$ cat config.mk
export PLATFORM = sky130hd
export DESIGN_NAME = reg_bank
export DESIGN_NICKNAME = d
export VERILOG_FILES = /design/src/rtl/reg_bank_pkg.sv /design/src/rtl/reg_bank_clear_fsm.sv /design/src/rtl/reg_bank.sv
export SDC_FILE = /design/constraint.sdc
export NUM_CORES = 2
export LEC_CHECK = 0
export CORE_MARGIN = 1
export CORE_UTILIZATION = 25
export DETAILED_ROUTE_END_ITERATION = 12
export PLACE_DENSITY = 0.42
export SYNTH_ARGS = -nofsm -noshare
export SYNTH_HDL_FRONTEND = slang
export SYNTH_SLANG_ARGS = --single-unit
$ cat constraint.sdc
create_clock -name clk -period 121.8 [get_ports clk]
set_input_delay 12.18 -clock clk [delete_from_list [all_inputs] [get_ports clk]]
set_output_delay 12.18 -clock clk [all_outputs]
set_load 0.03 [all_outputs]
$ cat src/rtl/reg_bank_pkg.sv
`default_nettype none
// ============================================================================
// Module      : reg_bank_pkg
// Description : Shared types and default sizing for the multi-port register
//               bank and its clear-sweep controller.
// Revision    : 1.0 - initial release
// ============================================================================
package reg_bank_pkg;

    // Bank operating state: sweeping zeros into the array, or serving traffic
    typedef enum logic {
        ST_CLEAR = 1'b0,
        ST_READY = 1'b1
    } state_e;

    localparam int DEF_WIDTH = 32;
    localparam int DEF_DEPTH = 16;
    localparam int DEF_NRD   = 4;
    localparam int DEF_NWR   = 2;

endpackage
`default_nettype wire

$ cat src/rtl/reg_bank_clear_fsm.sv
`default_nettype none
// ============================================================================
// Module      : reg_bank_clear_fsm
// Description : Clear-sweep sequencer. Walks a counter over every register
//               index while in CLEAR, then settles in READY until a soft
//               clear request or reset restarts the sweep from index 0.
// Revision    : 1.0 - initial release
// ============================================================================
module reg_bank_clear_fsm
    import reg_bank_pkg::*;
#(
    parameter int DEPTH = DEF_DEPTH,
    parameter int AW    = $clog2(DEPTH)
) (
    input  logic          clk,
    input  logic          rst_n,
    input  logic          clr_req,
    output logic          busy,
    output logic [AW-1:0] cnt
);

    state_e        state_q, state_d;
    logic [AW-1:0] cnt_q, cnt_d;
    logic          busy_q, busy_d;

    // Next state: sweep advances one index per cycle; clr_req only acts in READY
    always_comb begin
        state_d = state_q;
        cnt_d   = cnt_q;
        if (state_q == ST_CLEAR) begin
            if (cnt_q == AW'(DEPTH - 1)) begin
                state_d = ST_READY;
                cnt_d   = '0;
            end else begin
                cnt_d = cnt_q + 1'b1;
            end
        end else if (clr_req) begin
            state_d = ST_CLEAR;
            cnt_d   = '0;
        end
        busy_d = (state_d == ST_CLEAR);
    end

    // State registers; reset parks the sequencer at the start of a sweep
    always_ff @(posedge clk) begin
        if (!rst_n) begin
            state_q <= ST_CLEAR;
            cnt_q   <= '0;
            busy_q  <= 1'b1;
        end else begin
            state_q <= state_d;
            cnt_q   <= cnt_d;
            busy_q  <= busy_d;
        end
    end

    assign busy = busy_q;
    assign cnt  = cnt_q;

endmodule
`default_nettype wire

$ cat src/rtl/reg_bank.sv
`default_nettype none
// ============================================================================
// Module      : reg_bank
// Description : Multi-port register bank with combinational reads, optional
//               write-to-read bypass, per-port zero forcing, a constant
//               operand on read port 0, write collision flagging and a
//               hardware clear sweep after reset or on request.
// Revision    : 1.0 - initial release
// ============================================================================
module reg_bank
    import reg_bank_pkg::*;
#(
    parameter  int WIDTH = DEF_WIDTH,
    parameter  int DEPTH = DEF_DEPTH,
    parameter  int NRD   = DEF_NRD,
    parameter  int NWR   = DEF_NWR,
    localparam int AW    = $clog2(DEPTH)
) (
    input  logic                 clk,
    input  logic                 rst_n,
    input  logic [NRD*AW-1:0]    rd_addr,
    input  logic [NRD-1:0]       rd_zero,
    input  logic                 const_sel,
    input  logic [WIDTH-1:0]     const_val,
    output logic [NRD*WIDTH-1:0] rd_data,
    input  logic [NWR-1:0]       wr_en,
    input  logic [NWR*AW-1:0]    wr_addr,
    input  logic [NWR*WIDTH-1:0] wr_data,
    input  logic                 fwd_en,
    input  logic                 clr_req,
    output logic                 busy,
    output logic                 wr_conflict
);

    logic [AW-1:0]    sweep_cnt;
    logic [WIDTH-1:0] mem_q [DEPTH];
    logic [WIDTH-1:0] mem_d [DEPTH];
    logic [AW-1:0]    wa [NWR];
    logic [WIDTH-1:0] wd [NWR];
    logic [AW-1:0]    ra [NRD];
    logic             conflict_q, conflict_d;

    reg_bank_clear_fsm #(
        .DEPTH (DEPTH),
        .AW    (AW)
    ) u_clear_fsm (
        .clk     (clk),
        .rst_n   (rst_n),
        .clr_req (clr_req),
        .busy    (busy),
        .cnt     (sweep_cnt)
    );

    generate
        for (genvar j = 0; j < NWR; j++) begin : g_wr_unpack
            assign wa[j] = wr_addr[j*AW +: AW];
            assign wd[j] = wr_data[j*WIDTH +: WIDTH];
        end
        for (genvar i = 0; i < NRD; i++) begin : g_rd_unpack
            assign ra[i] = rd_addr[i*AW +: AW];
        end
    endgenerate

    // Array update: sweep zeroes one entry per cycle, otherwise ascending port
    // order lets the highest-index writer win a collision
    always_comb begin
        mem_d = mem_q;
        if (busy) begin
            mem_d[sweep_cnt] = '0;
        end else if (!clr_req) begin
            for (int j = 0; j < NWR; j++) begin
                if (wr_en[j]) begin
                    mem_d[wa[j]] = wd[j];
                end
            end
        end
    end

    // Array storage; held during reset since the following sweep clears it
    always_ff @(posedge clk) begin
        if (rst_n) begin
            mem_q <= mem_d;
        end
    end

    // Collision detect: any two enabled write ports aimed at one address
    always_comb begin
        conflict_d = 1'b0;
        if (!busy && !clr_req) begin
            for (int j = 0; j < NWR; j++) begin
                for (int k = j + 1; k < NWR; k++) begin
                    if (wr_en[j] && wr_en[k] && (wa[j] == wa[k])) begin
                        conflict_d = 1'b1;
                    end
                end
            end
        end
    end

    // Collision flag register, visible for the single following cycle
    always_ff @(posedge clk) begin
        if (!rst_n) begin
            conflict_q <= 1'b0;
        end else begin
            conflict_q <= conflict_d;
        end
    end

    assign wr_conflict = conflict_q;

    generate
        for (genvar i = 0; i < NRD; i++) begin : g_rd
            logic             byp_hit;
            logic [WIDTH-1:0] byp_data;
            logic [WIDTH-1:0] rd_val;

            // Bypass search: the last matching port in ascending order wins
            always_comb begin
                byp_hit  = 1'b0;
                byp_data = '0;
                if (fwd_en && !busy) begin
                    for (int j = 0; j < NWR; j++) begin
                        if (wr_en[j] && (wa[j] == ra[i])) begin
                            byp_hit  = 1'b1;
                            byp_data = wd[j];
                        end
                    end
                end
            end

            // Read source priority: zero, constant (port 0), busy, bypass, array
            always_comb begin
                if (rd_zero[i]) begin
                    rd_val = '0;
                end else if ((i == 0) && const_sel) begin
                    rd_val = const_val;
                end else if (busy) begin
                    rd_val = '0;
                end else if (byp_hit) begin
                    rd_val = byp_data;
                end else begin
                    rd_val = mem_q[ra[i]];
                end
            end

            assign rd_data[i*WIDTH +: WIDTH] = rd_val;
        end
    endgenerate

endmodule
`default_nettype wire

==> metrics.cfg <==
[routing]
antenna_left = 0
drt-initial-drc-count = 5999
wl_per_cell_um = 36.7
vias = 45900
first_pass_iters = 5
via_per_inst = 6.23
drc = 0
wl_um = 270000

[sta]
relSlewSlack_pct = 9.71
fin_crit_sh_pct = 23.9
rsz0062_at_grt = no
finalHoldViolations = 0
fmax_ghz = 0.0344
report.final.slew_viol_count = 0
finClkSkew_ps = 35.3
tns_ps = 0
fin_crit_ps = 29110
holdWs_ps = 572
setup_viol = 0
tightestPinTransition_ps = 1350

[pwr]
leakage_nw = 20.1
ir_drop_v = 0.0000104
total_power_mw = 0.585
power_density_mw_per_mm2 = 10.1

[clock_network]
cts_hold_buf = 0
ctsLongestPathBuffers = 3
cts_buffers = 71
tritoncts = built
post_cts_resized = 0
path_clk_slew_ps = 60
clock_latency_ps = 690
post_cts_buffers = 0
clockRootBuffer = clkbuf_16
clock_sinks = 519
htree_levels = 3

[layout]
ff_latch_area_mm2 = 0.0155
num-fill-cells = 20800
drive_gt1_share_pct = 19.2
multi_input_area_mm2 = 0.0330
synthToLayoutAreaGrowth_pct = 13.9
fin_nets = 4771

[synthesis]
synth_edf_count = 512
synthesis.area_mm2 = 0.0509
synthFlopType = edfxtp_1
async_reset_ff_share_pct = 0
ys_seq_area_share_pct = 30.5
synth_cells = 4778
ys_types = 54
synth_area_per_cell_um2 = 10.7
syn_nets = 4913
ys_ff_latch = 519
synth_warnings = 0

[critical_path]
worst_path_most_repeated_cell = buf_4
max_stage_delay_ps = 840
cp_slowest_cell = buf_4
criticalPathCategory = input port to output port
endpoint_kind = output port
timing.reg2reg.setup_slack_ps = 117340
critPathArrivalTime_ps = 16930
cp_top_family = buffers and inverters
cp.required_ps = 109620
crit_path_cell_trace = clkbuf_8 -> buf_4 -> xor2_1 -> o32ai_4 -> buf_4 -> nor2_1 -> a211oi_1 -> clkdlybuf4s50_1
crit_buf_inv = 4
start_kind = input port
cp_max_fo = 58

[outcome]
status = finished clean

[floorplanning]
die_x_um = 453
core_area_mm2 = 0.202
die_area_mm2 = 0.205
die_h_um = 453
io_pins = 261
rows = 165
start_util_pct = 25.2

[grt]
antenna_found_initial = 11
grt_pass1_wl_um = 369000
grt_pass1_vias = 42800
grt-ovfl-total = 0
grt_util_all_layers_pct = 25.5
grt_start_max_net_pins = 148

[min_path]
hold_class = flip-flop to flip-flop

[place]
place_hpwl_um = 153000
port_buffers = 260
place.gp.congestion = 0.843

[job]
maxCapViolCount = 0

==> final timing paths <==
path	from	end	cells past startpoint
worst max-delay path	rd_addr[13]	rd_data[121]	8
worst min-delay path	u_clear_fsm.cnt[2]	u_clear_fsm.cnt[2]	2
worst max register to register	u_clear_fsm.busy	mem_q[302]	5
worst min register to register	u_clear_fsm.cnt[2]	u_clear_fsm.cnt[2]	2
==> area by class of cell <==
| class | instances | area share, % |
|---|---|---|
| Antenna cell | 4 | 0.0173 |
| Clock buffer | 85 | 3.23 |
| Clock inverter | 40 | 0.475 |
| Inverter | 9 | 0.0755 |
| Multi-Input combinational cell | 3605 | 56.9 |
| Sequential cell | 519 | 26.8 |
| Tap cell | 2672 | 5.77 |
| Timing Repair Buffer | 430 | 6.73 |
==> cells by family after synthesis <==
group	share of synthesized area, %
xor+xnor	0.619
flops	30.5
simple gates	6.62
compound gates	21.3
mux	35.1
buf+inv	5.71
fa+ha+maj	0.0983
==> worst reg2reg max path, delay by kind of cell (launching register included) <==
| kind | cells | cell delay, ps |
|---|---|---|
| compound gates | 1 | 240 |
| flops | 1 | 760 |
| buf+inv | 4 | 3010 |
==> through the flow <==
stage	area (um2)	util, %	instances	setup WS [ps]
final	58000	28.7	7364	92690
after global routing	58000	28.6	7362	92580
after CTS	58000	28.6	7360	92810
after detailed placement	55800	27.6	7235	92820
after global placement	55800	27.6	7235	92830
after floorplan	50900	-	4778	70690
==> flip-flops by register name, summed over array words and instances (netlist names) <==
| name | flops |
|---|---|
| u_clear_fsm.cnt | 4 |
| mem_q | 512 |
| u_clear_fsm.busy | 1 |
| wr_conflict | 1 |
| u_clear_fsm.state_q | 1 |
==> synthesized netlist by cell type (all sizes together), types with 8 or more instances <==
cell,number,area (um2)
a211oi,94,756
a21oi,561,2810
a221oi,32,280
a22o,544,4760
a22oi,159,1190
and2,8,50.1
buf,202,1210
clkbuf,443,1660
edfxtp,512,15400
inv,8,30.0
mux2,65,732
mux2i,657,6580
mux4,470,10600
nand2,119,447
nand3,15,75.1
nor2,630,2380
nor2b,17,106
o21ai,35,175
o221ai,32,280
o22ai,63,394
xnor2,29,254
==> per-layer routing <==
layer	wire, um	vias to the layer above	track usage [%]	part of all wire, %
met5	9	-	0	0.0033
met4	13600	2	11.9	5.0
met3	24700	522	5.20	9.2
met2	121000	2861	39.2	45
met1	111000	23600	34.1	41
li1	-	18900	-	-
==> layout by cell type (no fill, tap or decap), types with 16 or more instances in the layout <==
master           synthesis  layout
mux2i_1                657     657
nor2_1                 623     615
a21oi_1                561     545
a22o_1                 544     544
edfxtp_1               512     512
mux4_2                 470     470
clkdlybuf4s50_1          0     248
buf_4                   49     171
a22oi_1                159     159
nand2_1                119     106
a211oi_1                84      84
clkbuf_16                0      73
mux2_2                  65      65
o22ai_1                 63      63
o21ai_0                 35      35
o221ai_1                32      32
a221oi_1                32      32
xnor2_1                 29      29
clkinv_1                 1      23
a21oi_4                  0      16
==> report_power, final <==
group | switching [mW] | internal [mW]
Sequential | 0.0180 | 0.212
Combinational | 0.0815 | 0.0652
Clock | 0.0937 | 0.115
No activity file was read; power rests on OpenSTA's default activity.
